[config.mk]
export PLATFORM = sky130hd
export DESIGN_NAME = cpu_clk_ctrl
export DESIGN_NICKNAME = d
export VERILOG_FILES = /design/src/rtl/cpu_clk_ctrl.sv
export SDC_FILE = /design/constraint.sdc
export NUM_CORES = 1
export LEC_CHECK = 0
export CORE_MARGIN = 1.5
export CORE_UTILIZATION = 59
export CTS_CLUSTER_SIZE = 25
export DETAILED_ROUTE_END_ITERATION = 10
export PLACE_DENSITY = 0.86
export REMOVE_ABC_BUFFERS = 1
export SLEW_MARGIN = 25
export SYNTH_ARGS = -nofsm -noshare
export SYNTH_HDL_FRONTEND = slang
export SYNTH_SLANG_ARGS = --single-unit
[constraint.sdc]
create_clock -name clk -period 5.7 [get_ports clk]
set_clock_uncertainty 0.15 [all_clocks]
set_input_delay 1.14 -clock clk [delete_from_list [all_inputs] [get_ports clk]]
set_output_delay 1.14 -clock clk [all_outputs]
set_load 0.005 [all_outputs]
[src/rtl/cpu_clk_ctrl.sv]
// cpu_clk_ctrl: single-clock CPU clock-enable generator.
// Produces a one-cycle cpu_ce pulse per CPU step in one of four runtime modes:
// full speed, programmable divide, single-step and halt. Also drives an LED
// heartbeat from a free-running counter and counts every enable it issues.
// The interpreter core stays on clk and qualifies its state updates with cpu_ce.

module cpu_clk_ctrl #(
    parameter int DIV_WIDTH = 26,
    parameter int HB_BIT    = 25,
    parameter int CNT_WIDTH = 32
) (
    input  logic                 clk,
    input  logic                 rst,
    input  logic [1:0]           mode,
    input  logic [DIV_WIDTH-1:0] div,
    input  logic                 step,
    output logic                 cpu_ce,
    output logic                 heartbeat,
    output logic [CNT_WIDTH-1:0] ce_count
);

    // Mode encodings as seen on the mode input.
    localparam logic [1:0] MODE_RUN  = 2'd0;
    localparam logic [1:0] MODE_DIV  = 2'd1;
    localparam logic [1:0] MODE_STEP = 2'd2;
    localparam logic [1:0] MODE_HALT = 2'd3;

    logic [DIV_WIDTH-1:0] free_cnt;
    logic [DIV_WIDTH-1:0] div_cnt;
    logic [DIV_WIDTH-1:0] div_cnt_next;
    logic [1:0]           mode_q;
    logic                 step_q;
    logic                 ce_next;
    logic                 mode_change;
    logic                 step_rise;
    logic                 div_done;

    assign mode_change = (mode != mode_q);
    assign step_rise   = step & ~step_q;
    assign div_done    = (div_cnt >= div);

    // Next enable and divide count; a mode change always wins and restarts the divider.
    always_comb begin
        ce_next      = 1'b0;
        div_cnt_next = div_cnt;
        if (mode_change) begin
            ce_next      = 1'b0;
            div_cnt_next = '0;
        end else begin
            case (mode)
                MODE_RUN: begin
                    ce_next = 1'b1;
                end
                MODE_DIV: begin
                    if (div_done) begin
                        ce_next      = 1'b1;
                        div_cnt_next = '0;
                    end else begin
                        ce_next      = 1'b0;
                        div_cnt_next = div_cnt + DIV_WIDTH'(1);
                    end
                end
                MODE_STEP: begin
                    ce_next = step_rise;
                end
                default: begin
                    ce_next = 1'b0;
                end
            endcase
        end
    end

    // Free-running counter feeding the heartbeat, independent of mode.
    always_ff @(posedge clk) begin
        if (rst) begin
            free_cnt <= '0;
        end else begin
            free_cnt <= free_cnt + DIV_WIDTH'(1);
        end
    end

    // Previous-cycle mode and step; reset to HALT and 1 so neither a held button nor HALT fires after reset.
    always_ff @(posedge clk) begin
        if (rst) begin
            mode_q <= MODE_HALT;
            step_q <= 1'b1;
        end else begin
            mode_q <= mode;
            step_q <= step;
        end
    end

    // Registered enable and divide counter.
    always_ff @(posedge clk) begin
        if (rst) begin
            cpu_ce  <= 1'b0;
            div_cnt <= '0;
        end else begin
            cpu_ce  <= ce_next;
            div_cnt <= div_cnt_next;
        end
    end

    // Debug tally of issued enables, wrapping naturally at CNT_WIDTH bits.
    always_ff @(posedge clk) begin
        if (rst) begin
            ce_count <= '0;
        end else begin
            ce_count <= ce_count + CNT_WIDTH'(cpu_ce);
        end
    end

    assign heartbeat = free_cnt[HB_BIT];

endmodule

Word-level counts from Yosys, hierarchy flattened:

Index checks and enable logic that the tools add are counted.

* flip-flop bits (word level): 88
* memory bits (read-only): 0
* output and inout bits: 34
* memories kept: 0
* latch bits: 0
* RAM bits: 0
* input bits: 31
* logic and storage cells: 20

* bitwise gates (word level): 2
* reduce and logical (&&, ||, !) cells: 2
* muxes and demuxes: 3
* equality and inequality tests: 3
* div/mod/pow operators: 0
* $add $sub $neg: 3
* order comparisons: 1
* shifts and indexed selects: 0
* multiply operators: 0

Operators by type and width (number)
* 26-bit by 1-bit adder with 26-bit output (second input constant): 2
* 32-bit by 1-bit adder with 32-bit output: 1
* 26-bit greater-or-equal comparator: 1
* 26-bit two-way mux: 1
* 1-bit case mux with 3 select lines: 1
* 2-bit by 1-bit equality test with 1-bit output (second input constant): 1
* 2-bit equality test (second input constant): 1
* 2-bit zero test: 1
* 2-bit inequality test: 1
* 2-bit OR reduction: 1
* 1-bit bitwise AND: 1
* 1-bit two-way mux: 1
* 1-bit inverter: 1

Depth between registers and ports, before layout:

Gate-level depths: netlist of run 1.

* word-level depth: 3
* gate-level depth with buffers: 10
* depth with buffers taken out: 9

Worst setup path after synthesis of run 1:

No wires, ideal clock.

* kind: input-to-reg
* start point: in div[25]
* end point: reg div_cnt[15]
* data arrival time: 2.716 ns
* library setup time: 0.128 ns
* stages: 9
* buffers on the path: 1
* setup slack: 2.707 ns
* required time: 5.422 ns
* path through: inv_1 -> ha_1 -> nand4_1 -> nor4_1 -> o2111ai_1 -> nand3_1 -> a21o_1 -> clkbuf_1 -> nor2_1

* cells in the longest elaborated chain, start to end: 2

Ends and longest elaborated chain
* from (decl): RTL line 15 `input logic [DIV_WIDTH-1:0] div,`
* 26-bit greater-or-equal comparator: RTL line 40 `assign div_done = (div_cnt >= div);`
* 26-bit two-way mux: RTL line 55 `if (div_done) begin`
* to (signal assigned): RTL line 100 `div_cnt <= div_cnt_next;`
* to (decl): RTL line 29 `logic [DIV_WIDTH-1:0] div_cnt;`

Every way passes these cells.
A chain may end at the register's enable or synchronous reset.

Worst setup path in the final report of run 1:

* start point: in div[25]
* end point: reg div_cnt[11]

Same word-level chain as after synthesis.

==> results.toml, run 1 <==
[run_status]
status = "completed"

[yosys]
muxShareOfSynthArea = 0
synth_ff_type = "dfxtp_1"
yosysUniqueCellTypes = 40
yosys_register_bits = 88
synth-edff-count = 0
async_flop_share = 0
synthAdderAreaFrac = 0.0841
synth_simple_gate_area_share = 0.265
ys_seq_area_frac = 0.395
synth-xor-area-share = 0.129
synthCells = 532
synth_top_family_by_area = "simple AND/OR/NAND/NOR gates"
syn_area_per_cell_um2 = 8.39
yosys_warnings = 0
netlist_area_um2 = 4470
synth_compound_area_frac = 0.0790

[cts]
path_clk_slew_ns = 0.08
cts_post_setup_buffers_inserted = 0
numClockSinks = 88
cts-hold-fix-buffers = 0
cts_tree = "yes"
numCtsBuffers = 9
ctsResizeCount = 0
cts_root_buf = "clkbuf_8"
clk_latency_ns = 0.35
clockBufferDepth = 2
cts_max_level = 3

[timing]
setup_viol = 0
timing.slew.headroom = 0.471
timing.final.crit_period_ns = 3.71
fin_tns_setup_ns = 0
drv_slew = 0
holdWs_ns = 0.302
fin_crit_sh = 0.651
finalHoldViolations = 0
timing.fmax_ghz = 0.270
tightest_slew_ns = 0.787
rsz0062_at_grt = "false"

[global_route]
overflow = 0
grt_pass1_vias = 3619
track_usage = 0.233
grt_pass1_wl_um = 15700
antenna_found_initial = 0
grt_max_degree = 50

[floorplanning]
rows = 31
initial_utilization = 0.612
dieArea_um2 = 8100
die_y_um = 90
core_area_um2 = 7290
pin_count = 65
die_width_um = 90

[critical_path]
worstSetupEndpointType = "flip-flop"
cp.required_ns = 5.77
cp-start-kind = "input pin"
timing_worst_setup_path_type = "in -> reg"
critical-path-slowest-cell = "a21o_1"
crit_chain = "clkdlybuf4s50_1, inv_1, ha_1, nand4_1, nor4_1, o2111ai_1, nand3_1, a21o_1, nor2_1"
worstPathMaxFanout = 16
rr_worst_depth = 9
critPathMaxStageDelay_ns = 0.52
cp.arrival_ns = 3.78

[drt]
drtAntennaViolNets = 0
wl_met3_um = 319
drt_iter0_drc = 167
wl_per_cell_um = 12.9
via_per_inst = 5.41
wl_met1_um = 4130
route.met2.wl_um = 4490
first_pass_iters = 4
num_vias = 3785
drc_errors = 0
top_layer = "met4"
wl_um = 9040

[finish]
seq_area_um2 = 1760
drive_gt1_frac = 0.0467
nNetsFinal = 656
area_delta_synth_final_pct = 19.8
fillers = 542
multi_input_area_um2 = 2490
insertedDiodeCount = 0

[worst_hold_path]
hold_depth = 1
hp-class = "reg -> reg"

[place]
gp_congestion = 0.806
dp_hpwl_um = 6580
port_buffers = 64

[power]
p_per_area_nw_per_um2 = 205
ir_drop_uv = 183
p_leak_uw = 0.00217

[run]
max-cap-violations = 0
## flip-flops by register name, indices dropped and copies added, names as in the netlist
name / count
mode_q: 2
free_cnt: 26
div_cnt: 26
step_q: 1
ce_count: 32
cpu_ce: 1
## worst max-delay path, delay by kind of cell
kind	cells	cell delay (ns)
AOI/OAI and AO/OA	2	0.70
adders and majority gates	1	0.30
buffers and inverters	2	0.50
and+or+nand+nor	4	1.13
## worst paths after layout
kind	slack, ns	startpoint	end
hold / removal	0.30	free_cnt[0]	free_cnt[0]
setup reg to reg	2.91	cpu_ce	ce_count[26]
setup / recovery	1.99	div[25]	div_cnt[11]
hold reg to reg	0.30	free_cnt[0]	free_cnt[0]
## Yosys cell counts, types with 2 or more instances
library cell | instances | share of area
clkbuf_1 | 10 | 0.0084
or3_1 | 6 | 0.0084
a21o_1 | 11 | 0.018
nand2_1 | 44 | 0.037
nand4_1 | 14 | 0.020
or3_2 | 2 | 0.0034
inv_1 | 38 | 0.032
xnor2_1 | 21 | 0.041
ha_1 | 30 | 0.084
and2_1 | 2 | 0.0028
nand2b_1 | 4 | 0.0056
xor2_1 | 45 | 0.088
nand3_1 | 33 | 0.037
o21ai_0 | 11 | 0.012
nor2b_1 | 5 | 0.0070
o211ai_1 | 2 | 0.0034
and4_1 | 9 | 0.018
nor4_1 | 4 | 0.0056
dfxtp_1 | 88 | 0.39
a21oi_1 | 28 | 0.031
nor3_1 | 5 | 0.0056
and3_1 | 12 | 0.017
or4_1 | 5 | 0.0084
or2_2 | 3 | 0.0042
nor2_1 | 84 | 0.071
clkbuf_8 | 2 | 0.0062
## power breakdown
| part | leakage [uW] | switching (uW) | internal, uW | total (uW) |
|---|---|---|---|---|
| clock | 0.0000920 | 213 | 200 | 414 |
| sequential | 0.000710 | 2.26 | 618 | 620 |
| combinational | 0.00137 | 30.6 | 30.4 | 61.1 |
| total | 0.00217 | 246 | 849 | 1090 |
## logic make-up (layout without fill, tap and decap cells)
kind of cell	count (synthesis)	after routing
XOR/XNOR	66	66
buffers and inverters	51	119
flip-flops	88	88
adder cells (fa/ha/maj)	30	30
AO/OA/AOI/OAI	59	59
AND/OR/NAND/NOR	238	238
## routing by layer
| metal | vias up | track usage |
|---|---|---|
| met5 | - | 0 |
| met4 | 0 | 0.0754 |
| met3 | 9 | 0.0499 |
| met2 | 72 | 0.410 |
| met1 | 1783 | 0.281 |
| li1 | 1921 | - |
## layout by cell type, fill, tap and decap left out, types with 2 or more instances in the layout
cell	n
dfxtp_1	88
nor2_1	84
clkdlybuf4s50_1	63
xor2_1	45
nand2_1	44
inv_1	38
nand3_1	33
ha_1	30
a21oi_1	28
xnor2_1	21
nand4_1	14
and3_1	12
a21o_1	11
o21ai_0	11
and4_1	9
clkbuf_8	9
or3_1	6
nor3_1	5
or4_1	5
nor2b_1	5
nand2b_1	4
nor4_1	4
or2_2	3
clkinv_2	3
o211ai_1	2
or3_2	2
and2_1	2
clkinvlp_4	2
## layout make-up
cell class                 instances  area share
clock inverter                     6      0.0112
tap                               99      0.0232
multi-input combinational        393       0.466
sequential                        88       0.329
inverter                          38      0.0267
timing repair buffer              65       0.120
clock buffer                      10      0.0239
## through the flow
step / utilization / setup slack [ns] / power [uW] / instances / area [um2]
3_5_place_dp: 0.708 / 1.68 / 695 / 683 / 5160
4_1_cts: 0.734 / 2.03 / 1100 / 699 / 5350
5_1_grt: 0.734 / 1.79 / 1140 / 699 / 5350
3_3_place_gp: 0.708 / 1.80 / 693 / 683 / 5160
2_1_floorplan: - / 2.65 / 659 / 519 / 4400
6_report: 0.734 / 1.99 / 1090 / 699 / 5350
No activity file was read; power rests on OpenSTA's default activity.
==> run 2, diff against run 1 <==
- CORE_UTILIZATION: 59 -> 55
- PLACE_DENSITY: 0.86 -> 0.81
- clock period: 5.7 -> 3.7 ns (I/O delays scaled with it)
==> run 2 against run 1 <==
Compared with the run above: sequential share of layout area is 0.53 points lower; largest cell class unchanged; critical path type unchanged; clock-buffer cell count stayed put; combinational power is 55% higher; largest power group unchanged.
==> results.toml, run 2 (synthesis results as in run 1) <==
[floorplanning]
rows = 32
die_y_um = 93.1
dieArea_um2 = 8670
core_area_um2 = 7810
pin_count = 65
die_width_um = 93.1
initial_utilization = 0.572

[finish]
largest_reg_flops = 32
largest-register = "ce_count"
nNetsFinal = 661
final_core_util = 0.696
insertedDiodeCount = 0
layout_common_cells = "88 x dfxtp_1, 84 x nor2_1, 63 x clkdlybuf4s50_1"
area_delta_synth_final_pct = 21.8
layout_commonest_cell = "dfxtp_1"
drive_gt1_frac = 0.0530
top_regs = "ce_count (32), div_cnt (26), free_cnt (26)"

[critical_path]
worstPathMaxFanout = 16
cp-start-kind = "input pin"
critPathTopFamily = "simple AND/OR/NAND/NOR gates"
critical-path-slowest-cell = "nor4_1"
path_depth = 10
cp.arrival_ns = 3.03
cp.required_ns = 3.79
worstSetupEndpointType = "flip-flop"
critPathMaxStageDelay_ns = 0.48
path_buf_inv = 3
timing_worst_setup_path_type = "in -> reg"
crit_chain = "clkdlybuf4s50_1, inv_1, ha_1, nand4_1, nor4_1, o2111ai_1, nand3_1, a21o_1, buf_4, nor2_1"
rr_worst_depth = 9

[timing]
rsz0062_at_grt = "false"
setup_viol = 0
finalHoldViolations = 0
fin_crit_sh = 0.794
fin_tns_setup_ns = 0
timing.final.crit_period_ns = 2.94
tightest_slew_ns = 0.772
drv_slew = 0
timing.fmax_ghz = 0.340
timing.slew.headroom = 0.482

[cts]
path_clk_slew_ns = 0.08
clk_latency_ns = 0.35
numCtsBuffers = 9
cts-hold-fix-buffers = 0
cts_tree = "yes"
ctsResizeCount = 0
clockBufferDepth = 2
numClockSinks = 88
cts_root_buf = "clkbuf_8"
cts_post_setup_buffers_inserted = 0
cts_max_level = 3

[run]
max-cap-violations = 0

[drt]
first_pass_iters = 4
drt_iter0_drc = 121
wl_per_cell_um = 12.7
drc_errors = 0
wl_um = 9000
via_per_inst = 5.33
num_vias = 3766
drtAntennaViolNets = 0

[power]
p_per_area_nw_per_um2 = 335
ir_drop_uv = 258
p_leak_uw = 0.00221

[global_route]
track_usage = 0.222
antenna_found_initial = 0
grt_max_degree = 62
overflow = 0
grt_pass1_vias = 3599
grt_pass1_wl_um = 15600

[run_status]
status = "completed"

[place]
dp_hpwl_um = 6720
gp_congestion = 0.776
port_buffers = 64

[worst_hold_path]
hp-class = "reg -> reg"
hold_depth = 1
==> run 2: cell count changes in the layout (fill, tap and decap cells not counted) <==
cell / previous run / this run
buf_4: 1 / 6
clkinv_2: 3 / 0
bufinv_16: 1 / 3
clkinv_4: 0 / 1
clkinvlp_4: 2 / 1
==> run 2: worst paths after layout <==
kind	from	to	slack, ns
max	div[25]	div_cnt[24]	0.76
min	free_cnt[0]	free_cnt[0]	0.29
min reg2reg	free_cnt[0]	free_cnt[0]	0.29
max reg2reg	cpu_ce	ce_count[26]	0.93
==> run 2: layer usage <==
| layer | global-route usage | part of all wire | vias up |
|---|---|---|---|
| met5 | 0 | 0 | - |
| met4 | 0.0657 | 0.013 | 0 |
| met3 | 0.0472 | 0.040 | 14 |
| met2 | 0.392 | 0.49 | 73 |
| met1 | 0.270 | 0.46 | 1745 |
| li1 | - | - | 1934 |
==> run 2: layout make-up <==
cell class | count | area (um2)
fillers | 664 | 2370
well taps | 102 | 128
flip-flops and latches | 88 | 1760
clock buffers | 10 | 128
inverters | 38 | 143
clock inverters | 5 | 106
repair buffers | 70 | 681
multi-input cells | 393 | 2490
==> run 2: worst reg2reg max path, delay by kind of cell, from the launching register on <==
family        cells  cell delay (ns)
simple gates      5             1.44
fa+ha+maj         2             0.48
flops             1             0.36
xor+xnor          1             0.14
buf+inv           1             0.07
==> run 2: report_power, final <==
group          switching [uW]  internal (uW)  total (uW)
clock network             325            446         771
registers                3.14            952         955
logic                    46.6           48.3        95.0
total                     375           1450        1820
==> run 2: per-stage QoR <==
step	worst slack, ns	std cells	area [um2]	hold WS [ns]	total power (uW)
6_report	0.762	706	5440	0.292	1820
5_1_grt	0.481	706	5440	0.329	1880
4_1_cts	0.740	706	5440	0.302	1840
3_5_place_dp	0.356	691	5200	0.285	1070
3_3_place_gp	0.454	691	5200	0.274	1070
2_1_floorplan	1.05	519	4400	0.258	1020
==> run 3, diff against run 2 <==
- clock period: 3.7 -> 2.9 ns (I/O delays scaled with it)
==> run 3 against run 2 <==
Compared with the run above: sequential power increased by 28%; final cell count up 2.4%; die area unchanged; flip-flop and latch count unchanged; utilization up 1.6 points; combinational power is 43% higher; first-iteration DRC count increased by 38%; critical endpoint is now div_cnt[0].
==> results.toml, run 3 (synthesis results as in run 1) <==
[cts]
numClockSinks = 88
cts_root_buf = "clkbuf_8"
cts_max_level = 3
clockBufferDepth = 2
numCtsBuffers = 9
path_clk_slew_ns = 0.09
clk_latency_ns = 0.35
cts_tree = "yes"

[finish]
multi_input_area_um2 = 2500
nNetsFinal = 677
largest-register = "ce_count"
top_regs = "ce_count (32), div_cnt (26), free_cnt (26)"
insertedDiodeCount = 0
largest_reg_flops = 32
layout_common_cells = "88 x dfxtp_1, 84 x nor2_1, 63 x clkdlybuf4s50_1"
final_cell_area_um2 = 5560
seq_area_um2 = 1760
drive_gt1_frac = 0.0837
final_core_util = 0.712
layout_commonest_cell = "dfxtp_1"
area_delta_synth_final_pct = 24.5
fillers = 664

[critical_path]
crit_chain = "clkdlybuf4s50_1, inv_1, ha_1, a21o_1, a311oi_2, o221ai_2, o2111ai_1, nand3_1, buf_4, or3_1, a21oi_1"
worstSetupEndpointType = "flip-flop"
critPathTopFamily = "compound AO/OA/AOI/OAI gates"
crit_end = "div_cnt[0]"
r2r_slack_ns = 0.20
r2r_start = "cpu_ce"
timing_worst_setup_path_type = "in -> reg"
cp.required_ns = 3.03
critPathMaxStageDelay_ns = 0.46
path_buf_inv = 3
cp-start-kind = "input pin"
critical-path-slowest-cell = "clkdlybuf4s50_1"
worstPathMaxFanout = 6
regToRegEndpoint = "ce_count[26]"
path_depth = 11
cp-startpoint = "div[7]"
cp.arrival_ns = 2.91
rr_worst_depth = 9

[power]
ir_drop_uv = 279
p_leak_uw = 0.00230
p_per_area_nw_per_um2 = 402

[drt]
wl_um = 9340
drtAntennaViolNets = 0
drt_iter0_drc = 167
wl_per_cell_um = 12.9
via_per_inst = 5.30
num_vias = 3832
drc_errors = 0
first_pass_iters = 4

[global_route]
grt_pass1_vias = 3755
overflow = 0
antenna_found_initial = 0
track_usage = 0.230
grt_pass1_wl_um = 16300
grt_max_degree = 63

[place]
dp_hpwl_um = 6890
dpl_cell_area_um2 = 5330
place_ws_ns = -0.256
gp_congestion = 0.813
port_buffers = 64

[timing]
timing.fmax_ghz = 0.359
setup_viol = 0
drv_slew = 0
fin_ws_ns = 0.114
holdWs_ns = 0.295
timing.final.crit_period_ns = 2.79
tightest_slew_ns = 0.594
finalHoldViolations = 0
timing.slew.headroom = 0.604
fin_crit_sh = 0.961

[worst_hold_path]
hp-class = "reg -> reg"
holdCritStartpoint = "free_cnt[0]"

[run]
max-cap-violations = 0

[floorplanning]
dieArea_um2 = 8670
die_width_um = 93.1
initial_utilization = 0.572
die_y_um = 93.1
rows = 32
core_area_um2 = 7810
pin_count = 65

[run_status]
status = "completed"
==> run 3: repair_timing <==
action                                  CTS  global route
resized for setup                         0             2
hold buffers                              0             0
setup buffers                             0             1
endpoints found under the setup margin    0             1
==> run 3: how the worst min path moves through the flow <==
stage                        endpoint  slack [ns]  cells after the start
after floorplan           free_cnt[0]        0.26                      1
after global placement    free_cnt[0]        0.27                      1
after detailed placement  free_cnt[0]        0.29                      1
after CTS                 free_cnt[0]        0.30                      1
after global routing      free_cnt[0]        0.34                      1
final                     free_cnt[0]        0.29                      1
==> run 3: final cells by class <==
type,count,area share
well taps,102,0.0230
flip-flops and latches,88,0.317
clock buffers,10,0.0248
inverters,38,0.0257
multi-input cells,393,0.450
clock inverters,6,0.0133
repair buffers,86,0.146
==> run 3: worst register-to-register path, delay by kind of cell (launching register included) <==
family / cells / cell delay [ns]
and+or+nand+nor: 5 / 1.35
adders and majority gates: 2 / 0.52
DFF: 1 / 0.35
xor gates and xnor gates: 1 / 0.14
buffers and inverters: 1 / 0.07
==> run 3: per-layer routing <==
| metal | up-vias | routed length [um] | track usage |
|---|---|---|---|
| met5 | - | 0 | 0 |
| met4 | 0 | 118 | 0.0833 |
| met3 | 12 | 291 | 0.0350 |
| met2 | 55 | 4630 | 0.400 |
| met1 | 1794 | 4300 | 0.287 |
| li1 | 1971 | - | - |
==> run 3: through the flow <==
step           cells  power [uW]  TNS [ns]
2_1_floorplan    519        1300         0
3_3_place_gp     706        1380    -0.356
3_5_place_dp     706        1380     -2.04
4_1_cts          722        2250         0
5_1_grt          723        2330  -0.00979
6_report         723        2240         0
==> run 3: power breakdown <==
group	switching (uW)	internal, uW	leakage, uW
registers	4.17	1210	0.000710
clock network	449	432	0.000107
logic	63.9	72.4	0.00148
total	517	1720	0.00230
